===== src/rtl/simple_fetch_stage.sv =====
// Fetch stage: PC generation, 1-cycle-latency imem interface, 2-entry output FIFO, WAIT halt.
// Perf counters (fetch_count_o, stall_count_o) are built only when SIMPLE_FETCH_PERF_EN is defined.
module simple_fetch_stage #(
  parameter int unsigned IMEM_ADDR_W = 10,
  parameter int unsigned PC_RESET    = 0
) (
  input  logic                   clk,
  input  logic                   reset,
  output logic                   imem_req_o,
  output logic [IMEM_ADDR_W-1:0] imem_addr_o,
  input  logic [15:0]            imem_data_i,
  output logic [15:0]            instr_o,
  output logic                   instr_valid_o,
  input  logic                   instr_ready_i,
  output logic [IMEM_ADDR_W-1:0] instr_pc_o,
  input  logic                   stop_i,
  input  logic                   restart_i,
  output logic                   halted_o,
  output logic [31:0]            fetch_count_o,
  output logic [31:0]            stall_count_o
);

  localparam logic [IMEM_ADDR_W-1:0] PC_INIT = IMEM_ADDR_W'(PC_RESET);
  localparam logic [IMEM_ADDR_W-1:0] PC_ONE  = IMEM_ADDR_W'(1);

  typedef enum logic {ST_RUN, ST_HALT} state_e;

  state_e                 state;
  logic [IMEM_ADDR_W-1:0] pc;
  logic [IMEM_ADDR_W-1:0] req_pc;
  logic                   inflight;
  logic [1:0]             fifo_count;
  logic [15:0]            data0, data1;
  logic [IMEM_ADDR_W-1:0] pc0, pc1;
  logic                   transfer;
  logic                   halt_now;
  logic [2:0]             occupancy;

  // Entry 0 is the FIFO head and drives the execute-stage interface directly.
  assign instr_valid_o = (fifo_count != 2'd0);
  assign instr_o       = data0;
  assign instr_pc_o    = pc0;
  assign imem_addr_o   = pc;
  assign halted_o      = (state == ST_HALT);

  assign transfer  = instr_valid_o & instr_ready_i;
  assign halt_now  = transfer & stop_i;
  assign occupancy = 3'(fifo_count) + 3'(inflight);

  // Credit rule: a slot freed by this cycle's transfer may be re-requested immediately.
  assign imem_req_o = ~reset & (state == ST_RUN) &
                      (occupancy < (transfer ? 3'd3 : 3'd2));

  always_ff @(posedge clk) begin
    if (reset) begin
      state      <= ST_RUN;
      pc         <= PC_INIT;
      req_pc     <= '0;
      inflight   <= 1'b0;
      fifo_count <= 2'd0;
      data0      <= '0;
      data1      <= '0;
      pc0        <= '0;
      pc1        <= '0;
    end else if (state == ST_RUN) begin
      if (halt_now) begin
        // WAIT accepted: flush, drop the in-flight word, resume after the WAIT.
        state      <= ST_HALT;
        pc         <= pc0 + PC_ONE;
        inflight   <= 1'b0;
        fifo_count <= 2'd0;
      end else begin
        if (imem_req_o) begin
          pc     <= pc + PC_ONE;
          req_pc <= pc;
        end
        inflight <= imem_req_o;
        case ({inflight, transfer})
          2'b01: begin
            data0      <= data1;
            pc0        <= pc1;
            fifo_count <= fifo_count - 2'd1;
          end
          2'b10: begin
            if (fifo_count == 2'd0) begin
              data0 <= imem_data_i;
              pc0   <= req_pc;
            end else begin
              data1 <= imem_data_i;
              pc1   <= req_pc;
            end
            fifo_count <= fifo_count + 2'd1;
          end
          2'b11: begin
            if (fifo_count == 2'd1) begin
              data0 <= imem_data_i;
              pc0   <= req_pc;
            end else begin
              data0 <= data1;
              pc0   <= pc1;
              data1 <= imem_data_i;
              pc1   <= req_pc;
            end
          end
          default: ;
        endcase
      end
    end else if (restart_i) begin
      state <= ST_RUN;
    end
  end

`ifdef SIMPLE_FETCH_PERF_EN
  logic [31:0] fetch_count;
  logic [31:0] stall_count;

  always_ff @(posedge clk) begin
    if (reset) begin
      fetch_count <= 32'h0;
      stall_count <= 32'h0;
    end else begin
      if (transfer)
        fetch_count <= fetch_count + 32'd1;
      if (instr_valid_o && !instr_ready_i && state == ST_RUN)
        stall_count <= stall_count + 32'd1;
    end
  end

  assign fetch_count_o = fetch_count;
  assign stall_count_o = stall_count;
`else
  assign fetch_count_o = 32'h0;
  assign stall_count_o = 32'h0;
`endif

endmodule


===== config.mk =====
export PLATFORM = sky130hd
export DESIGN_NAME = simple_fetch_stage
export DESIGN_NICKNAME = d
export VERILOG_FILES = /design/src/rtl/simple_fetch_stage.sv
export SDC_FILE = /design/constraint.sdc
export NUM_CORES = 1
export LEC_CHECK = 0
export CAP_MARGIN = 20
export CORE_MARGIN = 2
export CORE_UTILIZATION = 49
export CTS_BUF_LIST = sky130_fd_sc_hd__clkbuf_2 sky130_fd_sc_hd__clkbuf_4 sky130_fd_sc_hd__clkbuf_8
export DETAILED_ROUTE_END_ITERATION = 10
export GPL_TIMING_DRIVEN = 0
export PLACE_DENSITY = 0.83
export SLEW_MARGIN = 10
export SYNTH_ARGS = -nofsm -noshare
export SYNTH_HDL_FRONTEND = slang
export SYNTH_SLANG_ARGS = --single-unit

===== constraint.sdc =====
create_clock -name clk -period 3.5 [get_ports clk]
set_clock_uncertainty 0.15 [all_clocks]
set_input_delay 0.525 -clock clk [delete_from_list [all_inputs] [get_ports clk]]
set_output_delay 0.525 -clock clk [all_outputs]
set_load 0.05 [all_outputs]

==> metrics.md <==
| Metric | Value |
|---|---|
| Status | finished clean |
| H-Tree Depth | 3 |
| Crit path from | instr_ready_i |
| Final wirelength | 10200 um |
| Max-slew violations | 0 |
| Netlist Area Pre-Place | 0.00407 mm2 |
| PortBufs | 58 |
| Reg2reg start | fifo_count[0]$_SDFFE_PP0P_ |
| RSZ-0062 raised after global routing | no |
| Vias post-DR | 3828 |
| CTS tree | built |
| Num ports | 124 |
| Period minus WS final | 3200 ps |
| Crit start category | input port |
| Worst setup margin | 303 ps |
| Top cell type's share of synthesized area | 37.4% |
| FFs w/ async S/R, synth | 0% |
| Number of routed nets with antenna violations | 0 |
| CP cell instances | clkdlybuf4s50_1 > and3b_1 > buf_2 > mux2_2 > ha_1 > clkbuf_1 > nand4_1 > nor3_1 > or4b_1 > a31oi_1 |
| Starting Density | 50.1% |
| Rows | 33 |
| Finish-stage setup viols | 0 |
| Hold WC Path Type | reg -> reg |
| Largest net degree at the start of global routing | 15 |
| Pleak | 0.00222 uW |
| Final #Nets | 649 |
| Cell depth of the worst setup path | 10 |
| Clock transition at the registers of the reported paths | 80 ps |
| Overall global routing resource usage | 22.0% |
| Leading area contributor after synthesis | dfxtp_1 |
| Worst vdd ir | 0.431 mV |
| PwrDens | 538 mW/mm2 |
| Worst-Skew Late Latency | 350 ps |
| WS Path Type | in -> reg |
| Minimum hold slack | 306 ps |
| Core Area | 0.00813 mm2 |
| Flop2flop setup slack | 380 ps |
| Bufs on Longest Clock Path | 2 |
| Final HPWL DP | 7490 um |
| Post-Place Cells | 717 |
| Share of layout cells above drive strength 1 | 15.4% |
| Vias in the first global route | 3399 |
| Layout Area Growth over Synthesis | 28.9% |
| Slew of the pin with the lowest slew margin | 650 ps |
| Cells after Synth | 491 |
| Avg Synthesized Cell Area | 8.29 um2 |
| DIE HEIGHT | 95.2 um |
| Die area | 0.00905 mm2 |
| Final Hold Viols | 0 |
| Clock sink count | 76 |
| Root Buffer | clkbuf_8 |
| Max-cap viol count | 0 |
| Routed length per instance | 13.9 um |
| Number of CTS-inserted buffers | 9 |
| Initial DRC count | 323 |
| Crit share post-route | 91.3% |
| Post-synth top flop | dfxtp_1 |
| Die Span X | 95.2 um |
| Slew headroom | 56.7% |
| Yosys warnings | 0 |
| Crit Path Max Fanout | 10 |
| Critical path arrival | 3320 ps |
| Final std cells w/o fill | 733 |
| Ant. Diodes | 0 |
| Buf+Inv Stages, Crit Path | 3 |
| Cell family with most CP delay | buffers and inverters |
| Max Fclk | 0.313 GHz |
| Post-synth EDFFs | 0 |
| Crit path max-delay cell type | clkdlybuf4s50_1 |
| GRT overflow | 0 |
| CP endpoint kind | register |
| # fillers | 668 |
| Register-to-Register Path Depth | 13 |
| # hold bufs at CTS | 0 |
| Global-route wire length before repair | 15800 um |
| Worst path max stage delay | 620 ps |
| Distinct cells, synth | 52 |
| Critical path endpoint | imem_addr_o[8]$_SDFFE_PP0P_ |
| Final Wtd Congestion | 0.937 |
| Synth top area cells | dfxtp_1 37%, buf_4 12%, mux2i_1 9.3%, nand2_1 6.6%, a211oi_1 5.2% |
| Reg-to-Reg End | imem_addr_o[8]$_SDFFE_PP0P_ |
| Synthesis-stage register bit count | 76 |
| Vias per cell | 5.22 |
| Worst Path Required | 3630 ps |
| Antenna violations before repair | 0 |
| DP Worst Slack | -122 ps |
| Sequential cell area fraction in the yosys report | 37.4% |
| TritonRoute pass-1 iters | 5 |
| DRC | 0 |
==> cell usage in the layout (no fill, tap or decap), types with 3 or more instances in the layout <==
master | Yosys | final
nor2_1 | 44 | 44
clkbuf_8 | 0 | 9
nand4_1 | 4 | 4
inv_1 | 8 | 8
mux2i_1 | 38 | 38
clkbuf_1 | 22 | 21
clkdlybuf4s50_1 | 0 | 57
nor4_1 | 8 | 8
nand2b_1 | 3 | 3
buf_2 | 9 | 9
a211oi_1 | 28 | 28
a31oi_1 | 4 | 4
nand2_1 | 72 | 72
dfxtp_1 | 76 | 76
conb_1 | 1 | 64
a21oi_1 | 36 | 36
o211ai_1 | 3 | 3
o21ai_0 | 4 | 4
buf_4 | 65 | 65
nand3b_1 | 3 | 3
ha_1 | 5 | 5
nor3_1 | 9 | 9
nand3_1 | 11 | 11
==> cells by family (layout without fill, tap and decap cells) <==
logic type / after synthesis / count (layout) / share of synthesized area (%)
adder cells (fa/ha/maj): 5 / 5 / 1.54
AND/OR/NAND/NOR: 165 / 165 / 18.2
buffers and inverters: 105 / 179 / 16.1
multiplexers: 40 / 40 / 9.90
flip-flops: 76 / 76 / 37.4
XOR/XNOR: 1 / 1 / 0.215
other: 1 / 64 / 0.0921
AO/OA/AOI/OAI: 98 / 98 / 16.5
==> layout make-up <==
type	instances	area [um2]	area share [%]
Buffer	97	628	12.0
Timing Repair Buffer	58	583	11.1
Multi-Input combinational cell	373	2130	40.6
Clock inverter	6	95.1	1.81
Sequential cell	76	1520	29.0
Tap cell	105	131	2.50
Clock buffer	10	131	2.50
Inverter	8	30.0	0.572
==> worst register-to-register path, delay by kind of cell (launching register included) <==
family                   cells  cell delay, ps
AND/OR/NAND/NOR              6            1080
adder cells (fa/ha/maj)      2             320
flip-flops                   1             350
buffers and inverters        4            1000
AO/OA/AOI/OAI                1              70
==> power breakdown <==
part           leakage, uW  internal, uW  switching [uW]
logic              0.00149           340             690
registers         0.000618           945            83.1
clock network     0.000115           417             350
total              0.00222          1700            1120
==> sequential cells by signal, summed over array words and instances (netlist names) <==
signal and count:
imem_addr_o 10, inflight 1, instr_o 16, halted_o 1, instr_pc_o 10, pc1 10, fifo_count 2, data1 16
req_pc 10
==> through the flow <==
stage	setup TNS [ps]	cell area (um2)	utilization [%]	total power, uW
6_report	0	5250	64.5	2830
5_1_grt	0	5250	64.5	2940
4_1_cts	0	5250	64.5	2820
3_5_place_dp	-122	5020	61.7	2070
3_3_place_gp	-91.5	5020	61.7	2050
2_1_floorplan	0	4310	-	1800
==> how the worst min path moves through the flow <==
stage                     slack [ps]                    end  depth (start not counted)                   from
after global placement           290    pc1[1]$_SDFFE_PP0P_                          2    pc1[1]$_SDFFE_PP0P_
after CTS                        310    pc1[0]$_SDFFE_PP0P_                          2    pc1[0]$_SDFFE_PP0P_
after global routing             320  data1[6]$_SDFFE_PP0P_                          2  data1[6]$_SDFFE_PP0P_
after detailed placement         300    pc1[0]$_SDFFE_PP0P_                          2    pc1[0]$_SDFFE_PP0P_
after floorplan                  290  data1[0]$_SDFFE_PP0P_                          2  data1[0]$_SDFFE_PP0P_
final                            310  data1[1]$_SDFFE_PP0P_                          2  data1[1]$_SDFFE_PP0P_
==> per-layer routing <==
layer  share of wire [%]  global-route usage (%)  wire length [um]  up-vias
met2                  49                    37.6              4940      201
met3                 9.4                    3.95               955       11
met5                   0                       0                 0        -
li1                    -                       -                 -     1856
met1                  41                    27.9              4170     1760
met4                 1.0                    7.13               102        0
==> synthesized netlist by cell type (2+ instances only) <==
master / count
nand2b_1: 3
buf_2: 9
mux2_2: 2
or3b_1: 2
nor3_1: 9
o2111ai_1: 2
a2111oi_0: 2
a21o_1: 2
nor2_1: 44
a211oi_1: 28
ha_1: 5
buf_4: 65
clkbuf_1: 22
a31oi_1: 4
a21oi_1: 36
nor3b_1: 2
dfxtp_1: 76
nand4_1: 4
inv_1: 8
mux2i_1: 38
o21ai_0: 4
a211o_1: 2
nand2_1: 72
nand3_1: 11
o211ai_1: 3
nor4_1: 8
nand3b_1: 3
==> repair_timing <==
item                                    in CTS  in global routing
endpoints found under the setup margin       0                  2
resized for setup                            0                  3
buffers inserted                             0                  0
Note: power is estimated with default switching activity, not from simulation.
